<file path="src/rtl/fetch_pc_ctrl_if.sv">
// Instruction-bus handshake between the fetch sequencer and the instruction memory.
// The requester drives one outstanding request; the responder answers it with data_ok.
interface fetch_pc_ctrl_if;
  logic        ireq_valid;
  logic [63:0] ireq_addr;
  logic        iresp_data_ok;
  logic [31:0] iresp_data;

  modport master (
    output ireq_valid,
    output ireq_addr,
    input  iresp_data_ok,
    input  iresp_data
  );

  modport slave (
    input  ireq_valid,
    input  ireq_addr,
    output iresp_data_ok,
    output iresp_data
  );
endinterface

</file>
<file path="src/rtl/fetch_pc_ctrl.sv">
// Fetch-stage sequencer: owns the fetch PC, issues instruction-bus requests, squashes
// responses overtaken by a redirect, and presents one instruction at a time to decode.
module fetch_pc_ctrl #(
  parameter logic [63:0] PC_INIT = 64'h0000_0000_8000_0000
) (
  input  logic                   clk,
  input  logic                   reset,
  fetch_pc_ctrl_if.master        ibus,
  output logic                   f_valid,
  output logic [63:0]            f_pc,
  output logic [31:0]            f_instr,
  input  logic                   stall,
  input  logic                   is_mret,
  input  logic [63:0]            mepc,
  input  logic                   is_intexc,
  input  logic [63:0]            mtvec,
  input  logic                   branch_taken,
  input  logic [63:0]            pc_branch,
  output logic [31:0]            squash_cnt
);

  typedef enum logic [0:0] {StReq, StHold} state_e;

  state_e      state_q;
  logic [63:0] pc_q;
  logic        pend_valid_q;
  logic [63:0] pend_target_q;

  logic        redir;
  logic [63:0] redir_target;

  // Same priority as the fetch PC mux: mret over trap over branch.
  always_comb begin
    redir        = is_mret | is_intexc | branch_taken;
    redir_target = pc_branch;
    if (is_mret) begin
      redir_target = mepc;
    end else if (is_intexc) begin
      redir_target = mtvec;
    end
  end

  assign ibus.ireq_valid = (state_q == StReq) && !reset;
  assign ibus.ireq_addr  = pc_q;

  always_ff @(posedge clk) begin
    if (reset) begin
      state_q       <= StReq;
      pc_q          <= PC_INIT;
      pend_valid_q  <= 1'b0;
      pend_target_q <= 64'd0;
      f_valid       <= 1'b0;
      f_pc          <= 64'd0;
      f_instr       <= 32'd0;
      squash_cnt    <= 32'd0;
    end else begin
      unique case (state_q)
        StReq: begin
          if (ibus.iresp_data_ok) begin
            if (redir || pend_valid_q) begin
              // Response belongs to the abandoned path; drop it and restart at the target.
              squash_cnt   <= squash_cnt + 32'd1;
              pc_q         <= redir ? redir_target : pend_target_q;
              pend_valid_q <= 1'b0;
            end else begin
              f_pc    <= pc_q;
              f_instr <= ibus.iresp_data;
              f_valid <= 1'b1;
              state_q <= StHold;
            end
          end else if (redir) begin
            // Address must stay stable until the response; remember where to go next.
            pend_target_q <= redir_target;
            pend_valid_q  <= 1'b1;
          end
        end
        StHold: begin
          if (redir) begin
            f_valid <= 1'b0;
            pc_q    <= redir_target;
            state_q <= StReq;
          end else if (!stall) begin
            f_valid <= 1'b0;
            pc_q    <= pc_q + 64'd4;
            state_q <= StReq;
          end
        end
      endcase
    end
  end

endmodule

</file>
<file path="src/flat_wrapper.sv">
// flat-port wrapper written by rule: the top's interface ports become plain ports
module fetch_pc_ctrl_flat 
#(
  parameter logic [63:0] PC_INIT = 64'h0000_0000_8000_0000
)
  (clk, reset, f_valid, f_pc, f_instr, stall, is_mret, mepc, is_intexc, mtvec, branch_taken, pc_branch, squash_cnt, ibus_ireq_valid, ibus_ireq_addr, ibus_iresp_data_ok, ibus_iresp_data);
  fetch_pc_ctrl_if ibus_i ();
  input  logic clk;
  input  logic reset;
  output logic f_valid;
  output logic [63:0] f_pc;
  output logic [31:0] f_instr;
  input  logic stall;
  input  logic is_mret;
  input  logic [63:0] mepc;
  input  logic is_intexc;
  input  logic [63:0] mtvec;
  input  logic branch_taken;
  input  logic [63:0] pc_branch;
  output logic [31:0] squash_cnt;
  output wire logic [$bits(ibus_i.ireq_valid)-1:0] ibus_ireq_valid;
  output wire logic [$bits(ibus_i.ireq_addr)-1:0] ibus_ireq_addr;
  input wire logic [$bits(ibus_i.iresp_data_ok)-1:0] ibus_iresp_data_ok;
  input wire logic [$bits(ibus_i.iresp_data)-1:0] ibus_iresp_data;
  assign ibus_ireq_valid = ibus_i.ireq_valid;
  assign ibus_ireq_addr = ibus_i.ireq_addr;
  assign ibus_i.iresp_data_ok = ibus_iresp_data_ok;
  assign ibus_i.iresp_data = ibus_iresp_data;
  fetch_pc_ctrl #(.PC_INIT(PC_INIT)) u_core (.clk(clk), .reset(reset), .ibus(ibus_i), .f_valid(f_valid), .f_pc(f_pc), .f_instr(f_instr), .stall(stall), .is_mret(is_mret), .mepc(mepc), .is_intexc(is_intexc), .mtvec(mtvec), .branch_taken(branch_taken), .pc_branch(pc_branch), .squash_cnt(squash_cnt));
endmodule
</file>
<file path="config.mk">
export PLATFORM = sky130hd
export DESIGN_NAME = fetch_pc_ctrl_flat
export DESIGN_NICKNAME = d
export VERILOG_FILES = /design/src/rtl/fetch_pc_ctrl_if.sv /design/src/rtl/fetch_pc_ctrl.sv /design/src/flat_wrapper.sv
export SDC_FILE = /design/constraint.sdc
export NUM_CORES = 1
export LEC_CHECK = 0
export ABC_AREA = 1
export CAP_MARGIN = 30
export CORE_ASPECT_RATIO = 1.75
export CORE_MARGIN = 4
export CORE_UTILIZATION = 45
export CTS_BUF_LIST = sky130_fd_sc_hd__clkbuf_8
export DETAILED_ROUTE_END_ITERATION = 7
export PLACE_DENSITY = 0.86
export SLEW_MARGIN = 20
export SYNTH_ARGS = -nofsm -noshare
export SYNTH_HDL_FRONTEND = slang
export SYNTH_SLANG_ARGS = --single-unit
</file>
<file path="constraint.sdc">
create_clock -name clk -period 2.9 [get_ports clk]
set_clock_uncertainty 0.05 [all_clocks]
set_input_delay 0.58 -clock clk [delete_from_list [all_inputs] [get_ports clk]]
set_output_delay 0.58 -clock clk [all_outputs]
set_load 0.02 [all_outputs]
</file>
* Yosys cells after proc, flatten, opt, wreduce, memory -nomap -nowiden
Index checks and enable logic that the tools add are counted.
** Storage, ports and cells
- Logic and storage cells :: 51
- Bits in registers :: 259
- Input port bits :: 231
- Output and inout bits :: 194
** Operators by class
- Eq/ne operators :: 5
- Muxes and demuxes :: 21
- Add/sub/neg operators :: 2
- Bitwise operators :: 5
- Reduce and logical (&&, ||, !) cells :: 10
** Operators with widths (number)
- $mux W64 :: 7
- $pmux W64 S2 :: 1
- $add A64 B3 Y64 const B :: 1
- $add A32 B1 Y32 const B :: 1
- $reduce_and A3 Y1 :: 5
- $mux W1 :: 11
- $ne A2 B2 Y1 const B :: 3
- $pmux W1 S2 :: 2
- $ne A3 B3 Y1 const B :: 1
- $not A1 Y1 :: 3
- $ne A2 B1 Y1 const B :: 1
- $or A1 B1 Y1 :: 2
- $reduce_and A2 Y1 :: 1
- $reduce_bool A2 Y1 :: 1
- $logic_and A1 B1 Y1 :: 1
- $logic_not A1 Y1 :: 1
- $logic_or A1 B1 Y1 :: 1

* Depth between registers and ports, before layout
- Word-level depth :: 6
- Depth in mapped cells :: 12
- Mapped depth without buffers :: 12

* Worst setup path after synthesis
Ideal clock, no wire load.
- Kind :: input-to-output
- Start point :: in reset
- End point :: out ibus_ireq_valid
- Buffers on the path :: 2
- Arrival :: 1.278 ns
- Slack :: 0.992 ns
- Required time :: 2.270 ns
- Stages :: 3
- Path through :: clkbuf_1 -> clkbuf_1 -> nor2_1
** Between the ends
- Longest elaborated chain between the ends :: 2
** RTL lines
- from (decl) :: line flat_wrapper.sv:9 : input logic reset;
- $logic_not A1 Y1 :: line fetch_pc_ctrl.sv:43 : assign ibus.ireq_valid = (state_q == StReq) && !reset;
- $logic_and A1 B1 Y1 :: line fetch_pc_ctrl.sv:43
- to (decl) :: line flat_wrapper.sv:21 : output wire logic [$bits(ibus_i.ireq_valid)-1:0] ibus_ireq_valid;
Every way passes these cells.

* Worst setup path after layout
- Start point :: reg u_core.pc_q[58] (netlist: u_core.ibus.ireq_addr[58])
- End point :: out ibus_ireq_addr[58]
** RTL lines
- from (decl) :: line fetch_pc_ctrl.sv:25 : logic [63:0] pc_q;
- from (signal assigned) :: line fetch_pc_ctrl.sv:63 : pc_q <= redir ? redir_target : pend_target_q;
- from (signal assigned) :: line fetch_pc_ctrl.sv:80 : pc_q <= redir_target;
- from (signal assigned) :: line fetch_pc_ctrl.sv:84 : pc_q <= pc_q + 64'd4;
- to (decl) :: line flat_wrapper.sv:22 : output wire logic [$bits(ibus_i.ireq_addr)-1:0] ibus_ireq_addr;
No word-level cell between the ends.

==> impl_metrics.env <==
export IMPL_die_x_um=141
export IMPL_nFillCells=2812
export IMPL_cts_root_buffer="clkbuf_8"
export IMPL_seq_area_frac_synth_pct=37.2
export IMPL_holdBufCountCts=0
export IMPL_rsz0062_at_grt="no"
export IMPL_critical_path_startpoint_type="register"
export IMPL_syn_area_um2=13900
export IMPL_wl_per_cell_um=20.3
export IMPL_vias=16800
export IMPL_crit_arrival_ns=1.85
export IMPL_vias_per_cell=5.64
export IMPL_crit_fanout=7
export IMPL_final_common_cell="nand2_1"
export IMPL_cts_num_sinks=259
export IMPL_async_reset_ff_share_pct=0
export IMPL_cp_top_family="buffers and inverters"
export IMPL_drive_above_1_share_pct=6.02
export IMPL_layout_common_cells="nand2_1, clkdlybuf4s50_1, nor2_1"
export IMPL_ant_nets=0
export IMPL_crit_chain="clkdlybuf4s50_1"
export IMPL_grtUsageMet1_pct=37.5
export IMPL_syn_avg_cell_area_um2=6.43
export IMPL_setup_violations=0
export IMPL_cts_buffer_depth=3
export IMPL_tightestPinTransition_ns=0.864
export IMPL_fp_dieArea_um2=34000
export IMPL_grt_busiest_layer="met2"
export IMPL_track_usage_pct=33.5
export IMPL_placementRows=85
export IMPL_hold_viol_final=0
export IMPL_drt_iter0_markers=1310
export IMPL_numPortBuffers=424
export IMPL_cts_clk_slew_worst_paths_ns=0.07
export IMPL_crit_type="register to output pin"
export IMPL_grt_pass1_wl_um=89100
export IMPL_place_congestion=0.985
export IMPL_grt_max_degree=129
export IMPL_syn_num_nets=2400
export IMPL_synth_distinct_cells=45
export IMPL_syn_inst=2167
export IMPL_outcome="completed"
export IMPL_cts_buffers=40
export IMPL_firstDrtPassIters=7
export IMPL_synth_seq_cells=259
export IMPL_first_global_vias=15800
export IMPL_required_ns=2.27
export IMPL_fin_tns_setup_ns=0
export IMPL_p_leak_nw=7.42
export IMPL_power_total_mw=9.17
export IMPL_use_met2_pct=60.0
export IMPL_ys_warnings_count=0
export IMPL_grt_met3_usage_pct=4.58
export IMPL_maxSlewHeadroom_pct=42.4
export IMPL_peakVddDrop_uv=344
export IMPL_synth_edf_count=0
export IMPL_worst_path_buf_inv=1
export IMPL_hp_class="register to register"
export IMPL_slowest_stage="clkdlybuf4s50_1"
export IMPL_final_nets=2794
export IMPL_h_tree_depth=2
export IMPL_start_util_pct=45.5
export IMPL_whs_ns=0.418
export IMPL_layout_min_cycle_time_ns=2.48
export IMPL_dp_hpwl_um=46300
export IMPL_maxSlewViolCount=0
export IMPL_antenna_found_initial=1
export IMPL_clk_latency_ns=0.58
export IMPL_drt_total_wl_um=60500
export IMPL_cts_tree="built"
export IMPL_powerDensity_nw_per_um2=469
export IMPL_fp_coreArea_um2=30600
export IMPL_syn_to_final_growth_pct=40.3
export IMPL_end_kind="output pin"
export IMPL_cts_resized_gates=0
export IMPL_ys_flop_type="dfxtp_1"
export IMPL_period_share_pct=85.5
export IMPL_maxCapViolations=0
export IMPL_num_io_pins=425
export IMPL_die_y_um=241
export IMPL_postCtsSetupRepairBufs=0
export IMPL_max_freq_ghz=0.403
export IMPL_max_stage_delay_ns=0.70
export IMPL_grt_overflow_total=0
export IMPL_drc=0
## state kept, by name, summed over array words and instances (netlist names)
| name | count |
|---|---|
| u_core.pend_target_q | 64 |
| u_core.f_instr | 32 |
| u_core.pend_valid_q | 1 |
| u_core.squash_cnt | 32 |
| u_core.ibus.ireq_addr | 64 |
| u_core.f_pc | 64 |
| u_core.f_valid | 1 |
| u_core.state_q | 1 |
## worst reg2reg max path, cell delays in order (launching register included)
cell and delay [ns]:
dfxtp_1 0.46, inv_1 0.13, nor2_1 0.18, nand2_1 0.25
nor2_4 0.32, nand3_1 0.28, o21ai_0 0.23, nand3_1 0.17
a21oi_1 0.17
## Yosys cell counts (2+ instances only)
cell type	count	area share, %
xor2_1	7	0.44
a31oi_1	59	2.6
o22ai_1	3	0.13
nand2_2	3	0.13
and2_1	2	0.090
a22oi_1	6	0.32
and3_1	2	0.090
o21ai_0	267	9.6
buf_1	5	0.13
inv_1	140	3.8
nand2_1	507	14
a211oi_1	2	0.11
o21ai_1	2	0.072
nand3_1	118	4.2
nand4_1	34	1.5
nor2_2	9	0.40
o21bai_1	4	0.22
a22o_1	10	0.63
nand2_4	2	0.16
nor2_1	319	8.6
inv_2	3	0.081
o211ai_1	35	1.9
nor2_4	4	0.32
a21oi_1	200	7.2
buf_4	7	0.38
ha_1	2	0.18
clkbuf_1	81	2.2
dfxtp_1	259	37
nor3b_1	12	0.65
xnor2_1	4	0.25
buf_6	6	0.48
nor3_1	9	0.32
nor3_2	2	0.14
buf_2	31	1.1
## stage by stage
stage	utilization (%)	cells	setup WS [ns]	area (um^2)
finish	63.8	2985	0.421	19500
global route	63.8	2985	0.383	19500
CTS	63.8	2984	0.414	19500
detailed placement	60.9	2910	0.141	18700
global placement	60.9	2910	0.190	18700
floorplan	-	2167	0.992	13900
## final timing paths
kind                        startpoint                        end  slack, ns  cells past startpoint
min           u_core.pend_target_q[31]   u_core.pend_target_q[31]       0.42                      2
max reg2reg   u_core.ibus.ireq_addr[2]  u_core.ibus.ireq_addr[55]       0.59                      8
min reg2reg   u_core.pend_target_q[31]   u_core.pend_target_q[31]       0.42                      2
max          u_core.ibus.ireq_addr[58]         ibus_ireq_addr[58]       0.42                      1
## report_power, final
part | switching (mW) | internal [mW]
Combinational | 0.998 | 0.802
Clock | 1.58 | 1.84
Sequential | 0.197 | 3.75
Total | 2.77 | 6.40
## routing by layer
layer  wire length, um  share of wire, %
met5                 0                 0
met4              4070               6.7
met3              4290               7.1
met2             30600                51
met1             21500                36
## area by class of cell
cell class / count / area (um^2) / area share [%]
flip-flops and latches: 259 / 5190 / 26.5
inverters: 145 / 551 / 2.82
diodes: 1 / 2.50 / 0.0128
well taps: 391 / 489 / 2.50
clock inverters: 24 / 194 / 0.992
multi-input cells: 1632 / 7620 / 39.0
clock buffers: 50 / 688 / 3.52
repair buffers: 483 / 4810 / 24.6
## kinds of logic after synthesis
kind of cell	count (synthesis)	synth area share, %
buffers and inverters	276	8.27
adders and majority gates	2	0.180
and+or+nand+nor	1026	30.5
AOI/OAI and AO/OA	593	23.2
DFF	259	37.2
xor gates and xnor gates	11	0.691
Power figures use the tool's default switching activity.
